==> src/rtl/ysyx_22040127_idu_if.sv <==
// Fetch-to-decode and decode-to-execute channels of the instruction-decode stage.
// The master drives the fetch side and consumes decoded entries; the slave is the decoder.
interface ysyx_22040127_idu_if #(
  parameter int XLEN  = 64,
  parameter int CNT_W = 16
);
  logic             flush;
  logic             in_valid;
  logic             in_ready;
  logic [31:0]      in_inst;
  logic [XLEN-1:0]  in_pc;
  logic             out_valid;
  logic             out_ready;
  logic [XLEN-1:0]  out_pc;
  logic [4:0]       out_rd;
  logic [4:0]       out_rs1;
  logic [4:0]       out_rs2;
  logic [2:0]       out_type;
  logic [XLEN-1:0]  out_imm;
  logic [2:0]       out_funct3;
  logic             out_reg_wen;
  logic             out_memread;
  logic             out_memwrite;
  logic             out_word;
  logic             out_illegal;
  logic [CNT_W-1:0] illegal_cnt;

  modport master (
    output flush, in_valid, in_inst, in_pc, out_ready,
    input  in_ready, out_valid, out_pc, out_rd, out_rs1, out_rs2, out_type, out_imm,
           out_funct3, out_reg_wen, out_memread, out_memwrite, out_word, out_illegal,
           illegal_cnt
  );

  modport slave (
    input  flush, in_valid, in_inst, in_pc, out_ready,
    output in_ready, out_valid, out_pc, out_rd, out_rs1, out_rs2, out_type, out_imm,
           out_funct3, out_reg_wen, out_memread, out_memwrite, out_word, out_illegal,
           illegal_cnt
  );
endinterface

==> src/rtl/ysyx_22040127_idu.sv <==
// Registered RV32/RV64(+M) instruction decoder with valid/ready output register,
// flush, and a saturating illegal-instruction counter.
module ysyx_22040127_idu #(
  parameter int XLEN  = 64,
  parameter bit M_EXT = 1'b1,
  parameter int CNT_W = 16
) (
  input logic                  clk,
  input logic                  rst,
  ysyx_22040127_idu_if.slave   io
);
  typedef enum logic [2:0] {
    TYPE_I       = 3'd0,
    TYPE_U       = 3'd1,
    TYPE_S       = 3'd2,
    TYPE_J       = 3'd3,
    TYPE_R       = 3'd4,
    TYPE_B       = 3'd5,
    TYPE_N       = 3'd6,
    TYPE_ILLEGAL = 3'd7
  } inst_type_e;

  localparam logic [6:0] OP_LOAD   = 7'b0000011;
  localparam logic [6:0] OP_STORE  = 7'b0100011;
  localparam logic [6:0] OP_IMM32  = 7'b0011011;
  localparam logic [6:0] OP_OP32   = 7'b0111011;

  logic [31:0]     inst;
  logic [6:0]      opcode;
  logic [2:0]      funct3;
  logic [6:0]      funct7;
  inst_type_e      type_d;
  logic [31:0]     imm32;
  logic [XLEN-1:0] imm_d;
  logic            reg_wen_d;
  logic            memread_d;
  logic            memwrite_d;
  logic            word_d;
  logic            capture;

  assign inst   = io.in_inst;
  assign opcode = inst[6:0];
  assign funct3 = inst[14:12];
  assign funct7 = inst[31:25];

  always_comb begin
    type_d = TYPE_ILLEGAL;
    case (opcode)
      7'b0010111, 7'b0110111:                         type_d = TYPE_U;
      7'b0010011, OP_LOAD, 7'b1100111, OP_IMM32:      type_d = TYPE_I;
      7'b1101111:                                     type_d = TYPE_J;
      7'b0110011, OP_OP32:                            type_d = TYPE_R;
      7'b1110011:                                     type_d = TYPE_N;
      OP_STORE:                                       type_d = TYPE_S;
      7'b1100011:                                     type_d = TYPE_B;
      default:                                        type_d = TYPE_ILLEGAL;
    endcase
    // RV64-only encodings: W ops, LD/LWU, SD
    if (XLEN == 32 && (opcode == OP_IMM32 || opcode == OP_OP32 ||
        (opcode == OP_LOAD && (funct3 == 3'b011 || funct3 == 3'b110)) ||
        (opcode == OP_STORE && funct3 == 3'b011)))
      type_d = TYPE_ILLEGAL;
    if (!M_EXT && type_d == TYPE_R && funct7 == 7'b0000001)
      type_d = TYPE_ILLEGAL;
  end

  always_comb begin
    imm32 = '0;
    case (type_d)
      TYPE_I, TYPE_N: imm32 = {{20{inst[31]}}, inst[31:20]};
      TYPE_U:         imm32 = {inst[31:12], 12'b0};
      TYPE_S:         imm32 = {{20{inst[31]}}, inst[31:25], inst[11:7]};
      TYPE_B:         imm32 = {{19{inst[31]}}, inst[31], inst[7], inst[30:25], inst[11:8], 1'b0};
      TYPE_J:         imm32 = {{11{inst[31]}}, inst[31], inst[19:12], inst[20], inst[30:21], 1'b0};
      default:        imm32 = '0;
    endcase
  end

  assign imm_d      = XLEN'($signed(imm32));
  assign reg_wen_d  = (type_d inside {TYPE_I, TYPE_U, TYPE_J, TYPE_R}) && (inst[11:7] != 5'd0);
  assign memread_d  = (opcode == OP_LOAD)  && (type_d != TYPE_ILLEGAL);
  assign memwrite_d = (opcode == OP_STORE) && (type_d != TYPE_ILLEGAL);
  assign word_d     = (opcode == OP_IMM32) || (opcode == OP_OP32);

  assign io.in_ready = !io.flush && (!io.out_valid || io.out_ready);
  assign capture     = io.in_valid && io.in_ready;

  always_ff @(posedge clk) begin
    if (rst) begin
      io.out_valid    <= 1'b0;
      io.out_pc       <= '0;
      io.out_rd       <= '0;
      io.out_rs1      <= '0;
      io.out_rs2      <= '0;
      io.out_type     <= '0;
      io.out_imm      <= '0;
      io.out_funct3   <= '0;
      io.out_reg_wen  <= 1'b0;
      io.out_memread  <= 1'b0;
      io.out_memwrite <= 1'b0;
      io.out_word     <= 1'b0;
      io.out_illegal  <= 1'b0;
      io.illegal_cnt  <= '0;
    end else begin
      if (io.flush)         io.out_valid <= 1'b0;
      else if (capture)     io.out_valid <= 1'b1;
      else if (io.out_ready) io.out_valid <= 1'b0;

      if (capture) begin
        io.out_pc       <= io.in_pc;
        io.out_rd       <= inst[11:7];
        io.out_rs1      <= inst[19:15];
        io.out_rs2      <= inst[24:20];
        io.out_type     <= type_d;
        io.out_imm      <= imm_d;
        io.out_funct3   <= funct3;
        io.out_reg_wen  <= reg_wen_d;
        io.out_memread  <= memread_d;
        io.out_memwrite <= memwrite_d;
        io.out_word     <= word_d;
        io.out_illegal  <= (type_d == TYPE_ILLEGAL);
      end

      if (capture && type_d == TYPE_ILLEGAL && io.illegal_cnt != '1)
        io.illegal_cnt <= io.illegal_cnt + CNT_W'(1);
    end
  end
endmodule
==> src/flat_wrapper.sv <==
// flat-port wrapper written by rule: the top's interface ports become plain ports
module ysyx_22040127_idu_flat 
#(
  parameter int XLEN  = 64,
  parameter bit M_EXT = 1'b1,
  parameter int CNT_W = 16
)
  (clk, rst, io_flush, io_in_valid, io_in_inst, io_in_pc, io_out_ready, io_in_ready, io_out_valid, io_out_pc, io_out_rd, io_out_rs1, io_out_rs2, io_out_type, io_out_imm, io_out_funct3, io_out_reg_wen, io_out_memread, io_out_memwrite, io_out_word, io_out_illegal, io_illegal_cnt);
  ysyx_22040127_idu_if #(.XLEN(XLEN), .CNT_W(CNT_W)) io_i ();
  input logic clk;
  input logic rst;
  input wire logic [$bits(io_i.flush)-1:0] io_flush;
  input wire logic [$bits(io_i.in_valid)-1:0] io_in_valid;
  input wire logic [$bits(io_i.in_inst)-1:0] io_in_inst;
  input wire logic [$bits(io_i.in_pc)-1:0] io_in_pc;
  input wire logic [$bits(io_i.out_ready)-1:0] io_out_ready;
  output wire logic [$bits(io_i.in_ready)-1:0] io_in_ready;
  output wire logic [$bits(io_i.out_valid)-1:0] io_out_valid;
  output wire logic [$bits(io_i.out_pc)-1:0] io_out_pc;
  output wire logic [$bits(io_i.out_rd)-1:0] io_out_rd;
  output wire logic [$bits(io_i.out_rs1)-1:0] io_out_rs1;
  output wire logic [$bits(io_i.out_rs2)-1:0] io_out_rs2;
  output wire logic [$bits(io_i.out_type)-1:0] io_out_type;
  output wire logic [$bits(io_i.out_imm)-1:0] io_out_imm;
  output wire logic [$bits(io_i.out_funct3)-1:0] io_out_funct3;
  output wire logic [$bits(io_i.out_reg_wen)-1:0] io_out_reg_wen;
  output wire logic [$bits(io_i.out_memread)-1:0] io_out_memread;
  output wire logic [$bits(io_i.out_memwrite)-1:0] io_out_memwrite;
  output wire logic [$bits(io_i.out_word)-1:0] io_out_word;
  output wire logic [$bits(io_i.out_illegal)-1:0] io_out_illegal;
  output wire logic [$bits(io_i.illegal_cnt)-1:0] io_illegal_cnt;
  assign io_i.flush = io_flush;
  assign io_i.in_valid = io_in_valid;
  assign io_i.in_inst = io_in_inst;
  assign io_i.in_pc = io_in_pc;
  assign io_i.out_ready = io_out_ready;
  assign io_in_ready = io_i.in_ready;
  assign io_out_valid = io_i.out_valid;
  assign io_out_pc = io_i.out_pc;
  assign io_out_rd = io_i.out_rd;
  assign io_out_rs1 = io_i.out_rs1;
  assign io_out_rs2 = io_i.out_rs2;
  assign io_out_type = io_i.out_type;
  assign io_out_imm = io_i.out_imm;
  assign io_out_funct3 = io_i.out_funct3;
  assign io_out_reg_wen = io_i.out_reg_wen;
  assign io_out_memread = io_i.out_memread;
  assign io_out_memwrite = io_i.out_memwrite;
  assign io_out_word = io_i.out_word;
  assign io_out_illegal = io_i.out_illegal;
  assign io_illegal_cnt = io_i.illegal_cnt;
  ysyx_22040127_idu #(.XLEN(XLEN), .M_EXT(M_EXT), .CNT_W(CNT_W)) u_core (.clk(clk), .rst(rst), .io(io_i));
endmodule
==> config.mk <==
export PLATFORM = sky130hd
export DESIGN_NAME = ysyx_22040127_idu_flat
export DESIGN_NICKNAME = d
export VERILOG_FILES = /design/src/rtl/ysyx_22040127_idu_if.sv /design/src/rtl/ysyx_22040127_idu.sv /design/src/flat_wrapper.sv
export SDC_FILE = /design/constraint.sdc
export NUM_CORES = 1
export LEC_CHECK = 0
export BUFFER_PORTS_ARGS = -buffer_cell sky130_fd_sc_hd__buf_2
export CAP_MARGIN = 20
export CORE_UTILIZATION = 36
export DETAILED_ROUTE_END_ITERATION = 8
export GPL_TIMING_DRIVEN = 0
export PLACE_DENSITY_LB_ADDON = 0.05
export SYNTH_ARGS = -nofsm -noshare
export SYNTH_HDL_FRONTEND = slang
export SYNTH_SLANG_ARGS = --single-unit
==> constraint.sdc <==
create_clock -name clk -period 3.28 [get_ports clk]
set_clock_uncertainty 0.05 [all_clocks]
set_input_delay 0 -clock clk [delete_from_list [all_inputs] [get_ports clk]]
set_output_delay 0 -clock clk [all_outputs]
set_load 0.03 [all_outputs]
==> impl_metrics.env <==
export IMPL_htreeDepth=4
export IMPL_drv_slew=0
export IMPL_die_h_um=128
export IMPL_drc_errors=0
export IMPL_whs_endpoint="u_core.io.out_type[0]"
export IMPL_rows=45
export IMPL_clk_latency_ns=0.42
export IMPL_yosysSeqAreaShare_pct=48.5
export IMPL_hold_viol=0
export IMPL_synth_seq_cells=139
export IMPL_syn_avg_cell_area_um2=8.02
export IMPL_yosysMostFrequentCell="nand2_1"
export IMPL_overflow=0
export IMPL_critPathKind="reg -> reg"
export IMPL_drv_cap=0
export IMPL_setup_violations=0
export IMPL_routed_wirelength_um=19700
export IMPL_dieArea_um2=16400
export IMPL_fin_nets=1197
export IMPL_place_area_um2=7350
export IMPL_ys_flop_type="dfxtp_1"
export IMPL_clockRootBuffer="clkbuf_16"
export IMPL_grt_max_degree=35
export IMPL_hold_buffers=92
export IMPL_num_antenna_cells=0
export IMPL_max_slew_margin_rel_pct=32.3
export IMPL_syn_num_nets=817
export IMPL_r2r_end="u_core.io.out_imm[31]"
export IMPL_pwr_share_clk_pct=44.7
export IMPL_synth_edf_count=0
export IMPL_yosys_warnings=0
export IMPL_synth_xor_area_share_pct=0
export IMPL_boundaryPins=273
export IMPL_crit_required_ns=3.57
export IMPL_synth_cell_types=52
export IMPL_numCtsBuffers=17
export IMPL_postSynth_asyncResetShare_pct=0
export IMPL_gp_congestion=0.881
export IMPL_tritoncts="built"
export IMPL_vias=6414
export IMPL_antenna_found_initial=0
export IMPL_cts_sinks=139
export IMPL_yosys_area_top_type_share_pct=48.5
export IMPL_synthToLayoutAreaGrowth_pct=54.3
export IMPL_rsz0062_at_grt="false"
export IMPL_hp_class="in -> reg"
export IMPL_synth_cells=715
export IMPL_core_region_area_um2=15400
export IMPL_synthTopCellsByCount="nand2_1, dfxtp_1, a21oi_1"
export IMPL_p_seq_share_pct=41.7
export IMPL_p_leak_nw=4.06
export IMPL_switching_power_mw=1.14
export IMPL_synthTopCellsByArea="dfxtp_1, nand2_1, a21oi_1"
export IMPL_grt_total_usage_pct=23.8
export IMPL_path_clk_slew_ns=0.06
export IMPL_status="finished clean"
export IMPL_post_drt_wl_per_cell_um=14.9
export IMPL_firstDrtPassIters=5
export IMPL_period_minus_slack_ns=2.32
export IMPL_tightest_slew_ns=1.01
export IMPL_cp_arrival_ns=2.61
export IMPL_synth_top_family_by_area="compound AO/OA/AOI/OAI gates"
export IMPL_synth_compound_area_share_pct=21.3
export IMPL_die_w_um=128
export IMPL_via_per_inst=4.86
export IMPL_vdd_drop_max_uv=472
export IMPL_fin_crit_sh_pct=70.9
export IMPL_fmax_mhz=430
export IMPL_synth_area_um2=5740
export IMPL_dr_first_iter_drc_count=340
export IMPL_preCtsSetupSlack_ns=0.882
export IMPL_synth_simple_gate_area_share_pct=20.9
export IMPL_worstReg2RegStart="u_core.io.out_valid"
export IMPL_worst_setup_path_start_kind="flip-flop"
export IMPL_p_total_mw=4.26
export IMPL_cts_resized=0
export IMPL_cp_max_fo=10
export IMPL_final_layout_size_suffix_gt1_share_pct=31.3
export IMPL_end_kind="flip-flop"
export IMPL_finalSetupTns_ns=0
export IMPL_worst_slack_ns=0.955
export IMPL_final_area_um2=8850
export IMPL_power_density_nw_per_um2=481
export IMPL_dp_hpwl_um=13900
export IMPL_postLayoutCoreUtil_pct=57.6
export IMPL_critPathLaunch="u_core.io.out_valid"
export IMPL_internal_power_mw=3.12
export IMPL_min_path_cells=4
export IMPL_pwr_share_comb_pct=13.7
export IMPL_rr_worst_depth=6
export IMPL_dp_cells=1195
export IMPL_holdWs_ns=0.0416
export IMPL_postRouteAntennaNets=0
export IMPL_initial_core_util_pct=37.3
export IMPL_synth_adder_area_share_pct=0.218
export IMPL_grt_first_pass_wirelength_um=30700
export IMPL_portBuffers=269
export IMPL_min_from="io_in_valid"
export IMPL_fin_cells=1319
export IMPL_cts_buffer_depth=2
export IMPL_post_cts_setup_buffer_count=0
export IMPL_rrSetupSlack_ns=0.96
export IMPL_p_sw_share_pct=26.8
export IMPL_grt_pass1_vias=5970
export IMPL_yosysTopAreaCell="dfxtp_1"
export IMPL_synth_mux_area_share_pct=0.764
## cells in the final DEF (no fill, tap or decap), types with 2 or more instances in the layout
cell type and instances:
dfxtp_1 139, nor2_1 23, clkinvlp_4 4, o21ai_0 26, mux2_2 3, a21oi_1 108, or4_1 12, nand4b_1 2
buf_4 32, and3_1 4, inv_6 3, clkbuf_1 47, a221o_1 8, nand2_1 200, clkbuf_16 17, bufinv_16 2
nor3_1 7, a31oi_1 15, o2111ai_1 2, nand3_1 7, or2_2 2, a2111oi_0 2, buf_2 275, nor2b_1 2
o31ai_1 12, a22o_1 8, nand4_1 5, a22oi_1 2, or3_1 3, inv_1 10, clkinv_4 2, o22ai_1 2
a32oi_1 4, dlygate4sd3_1 92
## logic make-up (layout without fill, tap and decap cells)
kind of cell,count (synthesis),in the layout
simple gates,276,276
buf+inv,93,486
mux,4,4
fa+ha+maj,1,1
compound gates,202,202
flops,139,139
## power groups by stage
stage	clock (mW)	combinational, mW	sequential [mW]
after floorplan	0	0.190	1.91
after detailed placement	0	0.496	1.81
after global placement	0	0.496	1.81
after CTS	1.93	0.582	1.77
final	1.90	0.582	1.77
after global routing	2.00	0.633	1.78
## critical path, stage by stage (launching register included)
cell	delay, ns
dfxtp_1	0.30
nor2b_4	0.14
nor2_1	0.36
clkbuf_1	0.47
clkbuf_1	0.49
o2111ai_1	0.26
a21oi_1	0.18
## worst max-delay path by stage
stage / end / cells after the start
after floorplan: u_core.io.illegal_cnt[15] / 6
after global placement: u_core.io.out_imm[31] / 6
after detailed placement: u_core.io.out_imm[31] / 6
after CTS: u_core.io.out_imm[31] / 6
after global routing: u_core.io.out_imm[31] / 6
final: u_core.io.out_imm[31] / 6
## sequential cells by signal, summed over array words and instances (netlist names)
name and count:
u_core.io.out_pc 64, u_core.io.out_imm 32, u_core.io.illegal_cnt 16, u_core.io.out_rd 5, u_core.io.out_rs1 5, u_core.io.out_rs2 5, u_core.io.out_funct3 3, u_core.io.out_type 3
u_core.io.out_illegal 1, u_core.io.out_memread 1, u_core.io.out_memwrite 1, u_core.io.out_reg_wen 1, u_core.io.out_valid 1, u_core.io.out_word 1
## routing by layer
metal	up-vias	track usage, %	routed length [um]
li1	3210	-	-
met1	2953	28.9	8390
met2	228	40.1	9470
met3	23	7.47	1550
met4	0	7.20	293
met5	-	0	0
## layout make-up
cell class                 instances  area (um^2)
sequential                       139         2780
buffer                            83          439
clock buffer                      20          447
clock inverter                    12          139
multi-input combinational        483         2480
timing repair buffer             361         2270
tap                              211          264
fill                            1516         6520
inverter                          10         37.5
(Power assumes the default switching activity.)
